## config.mk

```make
export PLATFORM = sky130hd
export DESIGN_NAME = stopwatch_ctrl
export DESIGN_NICKNAME = d
export VERILOG_FILES = /design/src/rtl/stopwatch_pkg.sv /design/src/rtl/btn_debounce.sv /design/src/rtl/stopwatch_ctrl.sv
export SDC_FILE = /design/constraint.sdc
export NUM_CORES = 1
export LEC_CHECK = 0
export BUFFER_PORTS_ARGS = -buffer_cell sky130_fd_sc_hd__buf_2
export CAP_MARGIN = 20
export CELL_PAD_IN_SITES_DETAIL_PLACEMENT = 2
export CELL_PAD_IN_SITES_GLOBAL_PLACEMENT = 2
export CORE_ASPECT_RATIO = 0.9
export CORE_MARGIN = 1.5
export CORE_UTILIZATION = 41
export CTS_CLUSTER_DIAMETER = 60
export CTS_CLUSTER_SIZE = 14
export DETAILED_ROUTE_END_ITERATION = 8
export GPL_TIMING_DRIVEN = 0
export PLACE_DENSITY_LB_ADDON = 0.1
export SLEW_MARGIN = 20
export SYNTH_ARGS = -nofsm -noshare
export SYNTH_HDL_FRONTEND = slang
export SYNTH_SLANG_ARGS = --single-unit
export TNS_END_PERCENT = 20
```

## constraint.sdc

```tcl
create_clock -name clk -period 3.7 [get_ports clk]
set_input_delay 0.555 -clock clk [delete_from_list [all_inputs] [get_ports clk]]
set_output_delay 0.555 -clock clk [all_outputs]
set_load 0.01 [all_outputs]
```

## src/rtl/stopwatch_pkg.sv

```systemverilog
// Shared definitions for the stopwatch run-control slice: state encoding and default timing.
package stopwatch_pkg;

  localparam int unsigned ST_W           = 2;
  localparam int unsigned DB_MS_DEF      = 10;
  localparam int unsigned MS_PER_SEC_DEF = 1000;

  typedef enum logic [ST_W-1:0] {
    IDLE  = 2'd0,
    RUN   = 2'd1,
    PAUSE = 2'd2,
    LAP   = 2'd3
  } state_e;

endpackage

```

## src/rtl/btn_debounce.sv

```systemverilog
// Push-button conditioner: 2-flop synchronizer, 1 kHz-sampled debouncer, one-cycle press pulse.
module btn_debounce
  import stopwatch_pkg::*;
#(
  parameter int unsigned DB_MS = DB_MS_DEF
) (
  input  logic clk,
  input  logic rst,
  input  logic en_1khz,
  input  logic btn_raw,
  output logic press
);

  localparam int unsigned CNT_W = $clog2(DB_MS);

  logic             sync1_q, sync2_q;
  logic             level_q;
  logic             press_q;
  logic [CNT_W-1:0] cnt_q;

  always_ff @(posedge clk or posedge rst) begin
    if (rst) begin
      sync1_q <= 1'b0;
      sync2_q <= 1'b0;
      level_q <= 1'b0;
      press_q <= 1'b0;
      cnt_q   <= '0;
    end else begin
      sync1_q <= btn_raw;
      sync2_q <= sync1_q;
      press_q <= 1'b0;
      if (en_1khz) begin
        // cnt_q counts consecutive samples that disagree with the accepted level
        if (sync2_q == level_q) begin
          cnt_q <= '0;
        end else if (cnt_q == CNT_W'(DB_MS - 1)) begin
          level_q <= sync2_q;
          cnt_q   <= '0;
          press_q <= sync2_q;
        end else begin
          cnt_q <= cnt_q + 1'b1;
        end
      end
    end
  end

  assign press = press_q;

endmodule

```

## src/rtl/stopwatch_ctrl.sv

```systemverilog
// Stopwatch run-control FSM, sub-second phase counter and count/clear/hold outputs.
// Define STOPWATCH_LAP_EN to enable the lap button, LAP state and disp_hold.
module stopwatch_ctrl
  import stopwatch_pkg::*;
#(
  parameter int unsigned DB_MS      = DB_MS_DEF,
  parameter int unsigned MS_PER_SEC = MS_PER_SEC_DEF
) (
  input  logic            clk,
  input  logic            rst,
  input  logic            en_1khz,
  input  logic            btn_start,
  input  logic            btn_lap,
  input  logic            btn_clr,
  output logic            cnt_en,
  output logic            cnt_clr,
  output logic            disp_hold,
  output logic            running,
  output logic [ST_W-1:0] state
);

  localparam int unsigned MS_W = $clog2(MS_PER_SEC);

  logic            start_press, lap_press, clr_press;
  state_e          state_q, state_d;
  logic [MS_W-1:0] ms_q, ms_d;
  logic            cnt_en_q, cnt_en_d;
  logic            cnt_clr_q, cnt_clr_d;
  logic            run_q;
  logic            counting;

  btn_debounce #(.DB_MS(DB_MS)) u_db_start (
    .clk(clk), .rst(rst), .en_1khz(en_1khz), .btn_raw(btn_start), .press(start_press)
  );

  btn_debounce #(.DB_MS(DB_MS)) u_db_clr (
    .clk(clk), .rst(rst), .en_1khz(en_1khz), .btn_raw(btn_clr), .press(clr_press)
  );

`ifdef STOPWATCH_LAP_EN
  logic hold_q;

  btn_debounce #(.DB_MS(DB_MS)) u_db_lap (
    .clk(clk), .rst(rst), .en_1khz(en_1khz), .btn_raw(btn_lap), .press(lap_press)
  );

  assign disp_hold = hold_q;
`else
  logic unused_btn_lap;

  assign unused_btn_lap = btn_lap;
  assign lap_press      = 1'b0;
  assign disp_hold      = 1'b0;
`endif

  always_comb begin
    // Reserved encoding 3 counts like RUN when the lap feature is absent.
    counting  = (state_q != IDLE) && (state_q != PAUSE);
    state_d   = state_q;
    ms_d      = ms_q;
    cnt_en_d  = 1'b0;
    cnt_clr_d = 1'b0;

    if (en_1khz && counting) begin
      if (ms_q == MS_W'(MS_PER_SEC - 1)) begin
        ms_d     = '0;
        cnt_en_d = 1'b1;
      end else begin
        ms_d = ms_q + 1'b1;
      end
    end

    // Global priority start > lap > clr; a losing press is dropped even if the winner is ignored.
    case (state_q)
      IDLE, PAUSE: begin
        if (start_press) begin
          state_d = RUN;
        end else if (!lap_press && clr_press) begin
          state_d   = IDLE;
          ms_d      = '0;
          cnt_clr_d = 1'b1;
        end
      end
      default: begin
        if (start_press) begin
          state_d = PAUSE;
        end else if (lap_press) begin
          state_d = (state_q == LAP) ? RUN : LAP;
        end
      end
    endcase
  end

  always_ff @(posedge clk or posedge rst) begin
    if (rst) begin
      state_q   <= IDLE;
      ms_q      <= '0;
      cnt_en_q  <= 1'b0;
      cnt_clr_q <= 1'b0;
      run_q     <= 1'b0;
`ifdef STOPWATCH_LAP_EN
      hold_q    <= 1'b0;
`endif
    end else begin
      state_q   <= state_d;
      ms_q      <= ms_d;
      cnt_en_q  <= cnt_en_d;
      cnt_clr_q <= cnt_clr_d;
      run_q     <= (state_d == RUN) || (state_d == LAP);
`ifdef STOPWATCH_LAP_EN
      hold_q    <= (state_d == LAP);
`endif
    end
  end

  assign cnt_en  = cnt_en_q;
  assign cnt_clr = cnt_clr_q;
  assign running = run_q;
  assign state   = state_q;

endmodule

```

## Word level (Yosys, flattened, before mapping)

Index checks and enable logic that the tools add are counted.

- Register bits after elaboration: 31
- Bits in latches: 0
- Bits in writable memories: 0
- Memory bits (read-only): 0
- Input port bits: 6
- Output and inout port bits: 6
- Logic and storage cells: 61
- Memories: 0

- Add/subtract/negate cells: 3
- Multiply operators: 0
- Div/mod/pow operators: 0
- Magnitude comparators: 0
- Eq/ne operators: 9
- Shift-type cells: 0
- Multiplexer cells: 24
- Bitwise operators: 2
- Reductions and logical operators: 8

Operator list:

| operator | count |
|---|---|
| 2-to-1 mux 10 bit | 5 |
| 2-to-1 mux 4 bit | 4 |
| 2-to-1 mux 1 bit | 11 |
| adder 10 x 1 -> 10 bit, second input constant | 1 |
| equality test 10 bit, second input constant | 1 |
| adder 4 x 1 -> 4 bit, second input constant | 2 |
| equality test 4 bit, second input constant | 2 |
| 2-to-1 mux 2 bit | 4 |
| AND reduction 3 bit | 2 |
| equality test 2 bit, second input constant | 2 |
| equality test 1 bit | 2 |
| equality test 2 x 1 -> 1 bit, second input constant | 1 |
| logical AND 1 bit | 2 |
| zero test 2 bit | 1 |
| != test 2 bit, second input constant | 1 |
| inverter 1 bit | 2 |
| nonzero test 2 bit | 1 |
| OR reduction 2 bit | 1 |
| logical OR 1 bit | 1 |

## Logic depth before layout (Yosys ltp)

- Depth in word-level cells: 7
- Depth in mapped cells: 5
- Depth with buffers taken out: 5

## Modules after synthesis

A second synthesis with hierarchy kept.

- Cells, all modules: 134
- Area total of the unflattened synthesis: 1475.2 um^2

Modules (own cells, without submodules):

| module | instances | cells each | area each (um^2) | seq. area each (um^2) |
|---|---|---|---|---|
| btn_debounce | 2 | 32 | 377.9 | 200.2 |
| stopwatch_ctrl | 1 | 70 | 719.4 | 350.3 |

## Worst setup path after synthesis

No wires, ideal clock.

- Kind: in2reg
- From: input en_1khz
- To: register ms_q[8]
- Library setup time: 73 ps
- Data arrival time: 1527 ps
- Required time: 3627 ps
- Path slack: 2100 ps
- Stages: 4
- Buffers on the path: 1
- Cell sequence: buf_2 -> nand4_4 -> or4_4 -> a21oi_2

- Cells in the longest elaborated chain, start to end: 5

RTL lines:

| what | RTL line | RTL |
|---|---|---|
| start, declared | stopwatch_ctrl.sv:11 | `input logic en_1khz,` |
| logical AND 1 bit * | stopwatch_ctrl.sv:64 | `if (en_1khz && counting) begin` |
| 2-to-1 mux 10 bit * | stopwatch_ctrl.sv:64 |  |
| 2-to-1 mux 10 bit | stopwatch_ctrl.sv:78 | `end else if (!lap_press && clr_press) begin` |
| 2-to-1 mux 10 bit | stopwatch_ctrl.sv:76 | `if (start_press) begin` |
| 2-to-1 mux 10 bit * | stopwatch_ctrl.sv:74 | `case (state_q)` |
| net ms_d[8] | stopwatch_ctrl.sv:26 | `logic [MS_W-1:0] ms_q, ms_d;` |
| end signal, assigned | stopwatch_ctrl.sv:106 | `ms_q <= ms_d;` |
| end, declared | stopwatch_ctrl.sv:26 |  |

Mark *: on every way through the listed nets, which the timed path passes. The rest lies on a longest branch.
A chain may end at the register's enable or synchronous reset.

## Worst setup path in the final report

- From: register ms_q[0]
- To: register ms_q[8]

- Cells in the longest elaborated chain, start to end: 6
- Elaborated cells on any way between the ends: 7
- Those cells by class: add/sub (1); eq/ne (1); mux (5)

RTL lines:

| what | RTL line | RTL |
|---|---|---|
| adder 10 x 1 -> 10 bit or equality test 10 bit (tied branches) | stopwatch_ctrl.sv:69, stopwatch_ctrl.sv:65 |  |
| 2-to-1 mux 10 bit * | stopwatch_ctrl.sv:65 | `if (ms_q == MS_W'(MS_PER_SEC - 1)) begin` |
| 2-to-1 mux 10 bit * | stopwatch_ctrl.sv:64 |  |
| 2-to-1 mux 10 bit | stopwatch_ctrl.sv:78 |  |
| 2-to-1 mux 10 bit | stopwatch_ctrl.sv:76 |  |
| 2-to-1 mux 10 bit * | stopwatch_ctrl.sv:74 |  |
| net ms_d[8] | stopwatch_ctrl.sv:26 |  |

Marks and branches as above.

==> summary.txt <==
Run status
  • Status: finished clean

Worst setup path
  • Capture point of the worst reg-to-reg path: ms_q[8]$_DFF_PP0_
  • FF-to-FF setup slack: 2030 ps
  • Worst Path Required: 3910 ps
  • Worst Path Max Fanout: 8
  • Critical path capture point type: flop
  • Crit path arrival time: 1880 ps
  • Launch point of the critical path: ms_q[0]$_DFF_PP0_
  • Startpoint Class: flop
  • R2r worst-path depth: 4
  • Worst r2r src: ms_q[0]$_DFF_PP0_
  • Worst setup path class: reg2reg
  • Worst setup path endpoint: ms_q[8]$_DFF_PP0_

Power
  • Gate power share: 7.7%
  • Clock power share: 39.5%
  • Switching Power: 0.1666 mW
  • Pwr/cell area: 422.1 nW/µm²
  • VDD IR max: 0.2370 mV
  • Sw Share: 24.43%
  • Leak: 0.7336 nW
  • Flop pwr share: 52.8%
  • Internal cell power: 0.5153 mW

GRT
  • Largest net degree at the start of global routing: 31
  • Overall Global Routing Usage: 18.73%
  • GRT overflow: 0
  • Vias in the first global route: 1087
  • First-pass GRT wire length: 5354 µm
  • Initial antenna violation count: 0

Synth
  • EDFF count, synth: 0
  • Mapped Area: 1429 µm²
  • Register area share after synthesis: 52.54%
  • Mapped Nets: 141
  • Register bit total from synthesis: 30
  • Cells after Synth: 130
  • Ys flop type: dfrtp_1
  • Avg Inst Size Synth: 10.99 µm²
  • Yosys cell types: 35
  • Yosys warns: 0
  • Async set-reset flop share out of synthesis: 100.0%

STA
  • Setup TNS: 0 ps
  • Slew Limit Fails: 0
  • Min Tclk post-route: 1667 ps
  • Hold Vio Cnt, Final: 0
  • Final setup violation count: 0
  • Max Freq: 599.8 MHz
  • Worst clock skew: 5.667 ps
  • Final period util: 45.06%
  • Setup ws final: 2033 ps
  • Measured slew at the worst slew-check pin: 621.2 ps
  • RSZ-0062 raised after global routing: no
  • Worst slew margin: 58.53%

Clock tree
  • CTS Buffer Depth: 2
  • Root buf cell: clkbuf_8
  • H-tree levels: 2
  • CTS clk-pin slew, worst paths: 60 ps
  • CTS tree: built
  • Post-CTS sizing: 0
  • Total CTS buffers: 5
  • CTS sink count: 30
  • Post CTS Setup Buffer Count: 0
  • Clk Latency, worst-skew pair: 280 ps
  • Hold Buf Count CTS: 0

Routing
  • Metal-1 WL: 1451 µm
  • WL met3: 109 µm
  • Routed WL: 3122 µm
  • Antenna-violating nets left: 0
  • Vias: 1036
  • 1st-iter DRT viols: 24
  • Max layer used: met4
  • WL/cell: 16.43 µm
  • Met2 Wirelength: 1543 µm
  • Iteration count of the initial detailed-routing pass: 4
  • # DRC: 0
  • Vias/cell: 5.453

Cells and area
  • Share of layout cells above drive strength 1: 20.55%
  • Most frequent cells in the layout: dfrtp_1 (30), inv_1 (10), buf_2 (10), nand2_1 (10), a21oi_1 (7)
  • Layout area overhead: 13.05%
  • Ant. Diodes: 0
  • Layout Utilization: 48.17%
  • Fillcell total: 360
  • Most common cell after layout, fill and taps aside: dfrtp_1
  • Final #Nets: 156

Job
  • Max Cap Viol: 0

Floorplan
  • Die ar.: 3849 µm²
  • Die H: 59.01 µm
  • Die extent in x: 65.23 µm
  • Row cnt: 20
  • Core area: 3353 µm²
  • Num ports: 12
  • Initial core utilization: 42.61%

Placement
  • Pre-CTS WS: 1902 ps
  • HPWL after detailed placement: 2234 µm
  • Final GP Congestion: 0.7174
  • IO Port Bufs: 8

Hold path
  • Hold WC Path Type: in2async
[layer usage]
| metal | GRT usage [%] | vias to the layer above |
|---|---|---|
| met5 | 0 | - |
| met4 | 4.464 | 0 |
| met3 | 5.703 | 2 |
| met2 | 29.59 | 15 |
| met1 | 25.55 | 520 |
| li1 | - | 499 |
[worst min path at each step]
stage                                             from                             to  slack, ps
after floorplan             u_db_clr.sync1_q$_DFF_PP0_     u_db_clr.sync2_q$_DFF_PP0_        330
after global placement      u_db_clr.sync1_q$_DFF_PP0_     u_db_clr.sync2_q$_DFF_PP0_        340
after detailed placement    u_db_clr.sync1_q$_DFF_PP0_     u_db_clr.sync2_q$_DFF_PP0_        350
after CTS                 u_db_start.sync1_q$_DFF_PP0_   u_db_start.sync2_q$_DFF_PP0_        360
after global routing                         btn_start   u_db_start.sync1_q$_DFF_PP0_        370
final                                              rst  u_db_clr.cnt_q[1]$_DFFE_PP0P_        350
[power by group through the flow]
stage / Clock, mW / Combinational (mW) / Sequential (mW)
2_1_floorplan: 0 / 0.0401 / 0.362
4_1_cts: 0.278 / 0.0543 / 0.360
3_5_place_dp: 0 / 0.0539 / 0.367
3_3_place_gp: 0 / 0.0505 / 0.365
5_1_grt: 0.291 / 0.0600 / 0.364
6_report: 0.269 / 0.0526 / 0.360
[cell families after synthesis]
family | after synthesis | synth area share [%]
simple gates | 42 | 18.48
compound gates | 28 | 13.75
buf+inv | 16 | 5.166
mux | 4 | 2.977
other cells | 1 | 0.2624
flops | 30 | 52.54
fa+ha+maj | 5 | 4.378
xor+xnor | 4 | 2.452
[synthesized netlist by cell type, types with 2 or more instances]
| cell type | count | area (µm²) |
|---|---|---|
| o22ai_1 | 4 | 25.02 |
| nand4_1 | 5 | 31.28 |
| o31ai_1 | 4 | 30.03 |
| mux2_2 | 2 | 22.52 |
| or4_1 | 2 | 15.01 |
| nor3_1 | 2 | 10.01 |
| nor2_1 | 2 | 7.510 |
| a21oi_1 | 7 | 35.03 |
| ha_1 | 5 | 62.56 |
| or3_1 | 4 | 25.02 |
| xor2_1 | 4 | 35.03 |
| a21boi_0 | 2 | 15.01 |
| o211ai_1 | 2 | 15.01 |
| buf_4 | 3 | 22.52 |
| nor3b_1 | 2 | 15.01 |
| nand2b_1 | 2 | 12.51 |
| o21ai_0 | 4 | 20.02 |
| nand3_1 | 5 | 25.02 |
| inv_1 | 11 | 41.29 |
| o311ai_0 | 2 | 17.52 |
| nand2_1 | 10 | 37.54 |
| dfrtp_1 | 30 | 750.7 |
| and3_1 | 2 | 12.51 |
| buf_2 | 2 | 10.01 |
| mux2i_1 | 2 | 20.02 |
[cell type report]
class                           instances  area [µm²]  area share (%)
Sequential cell                        30       750.7           46.48
Inverter                               11       41.29           2.556
Clock inverter                          1       5.005          0.3098
Timing Repair Buffer                    8       40.04           2.479
Buffer                                  5       32.53           2.014
Multi-Input combinational cell         84       604.3           37.41
Clock buffer                            7       86.33           5.345
Tap cell                               44       55.05           3.408
[through the flow]
stage / hold slack [ps] / total power [mW] / instance area (µm²) / std cells
finish: 346.6 / 0.6819 / 1615 / 190
global route: 366.8 / 0.7155 / 1615 / 190
CTS: 361.8 / 0.6921 / 1615 / 190
detailed placement: 346.4 / 0.4205 / 1524 / 182
global placement: 335.3 / 0.4151 / 1524 / 182
floorplan: 331.2 / 0.4022 / 1429 / 130
[worst max-delay path, cell delays in order, from the launching register on]
cell     delay (ps)
dfrtp_1         420
ha_1            270
nand4_4         200
or4_4           560
a21oi_2         140
[registers in the layout, indices dropped and copies added (netlist names)]
signal and flops:
u_db_start.press 1, u_db_clr.level_q 1, ms_q 10, cnt_en 1
cnt_clr 1, u_db_start.cnt_q 4, u_db_clr.press 1, u_db_start.level_q 1
u_db_clr.cnt_q 4, state 2, u_db_clr.sync1_q 1, u_db_start.sync2_q 1
u_db_clr.sync2_q 1, u_db_start.sync1_q 1
No activity file was read; power rests on OpenSTA's default activity.
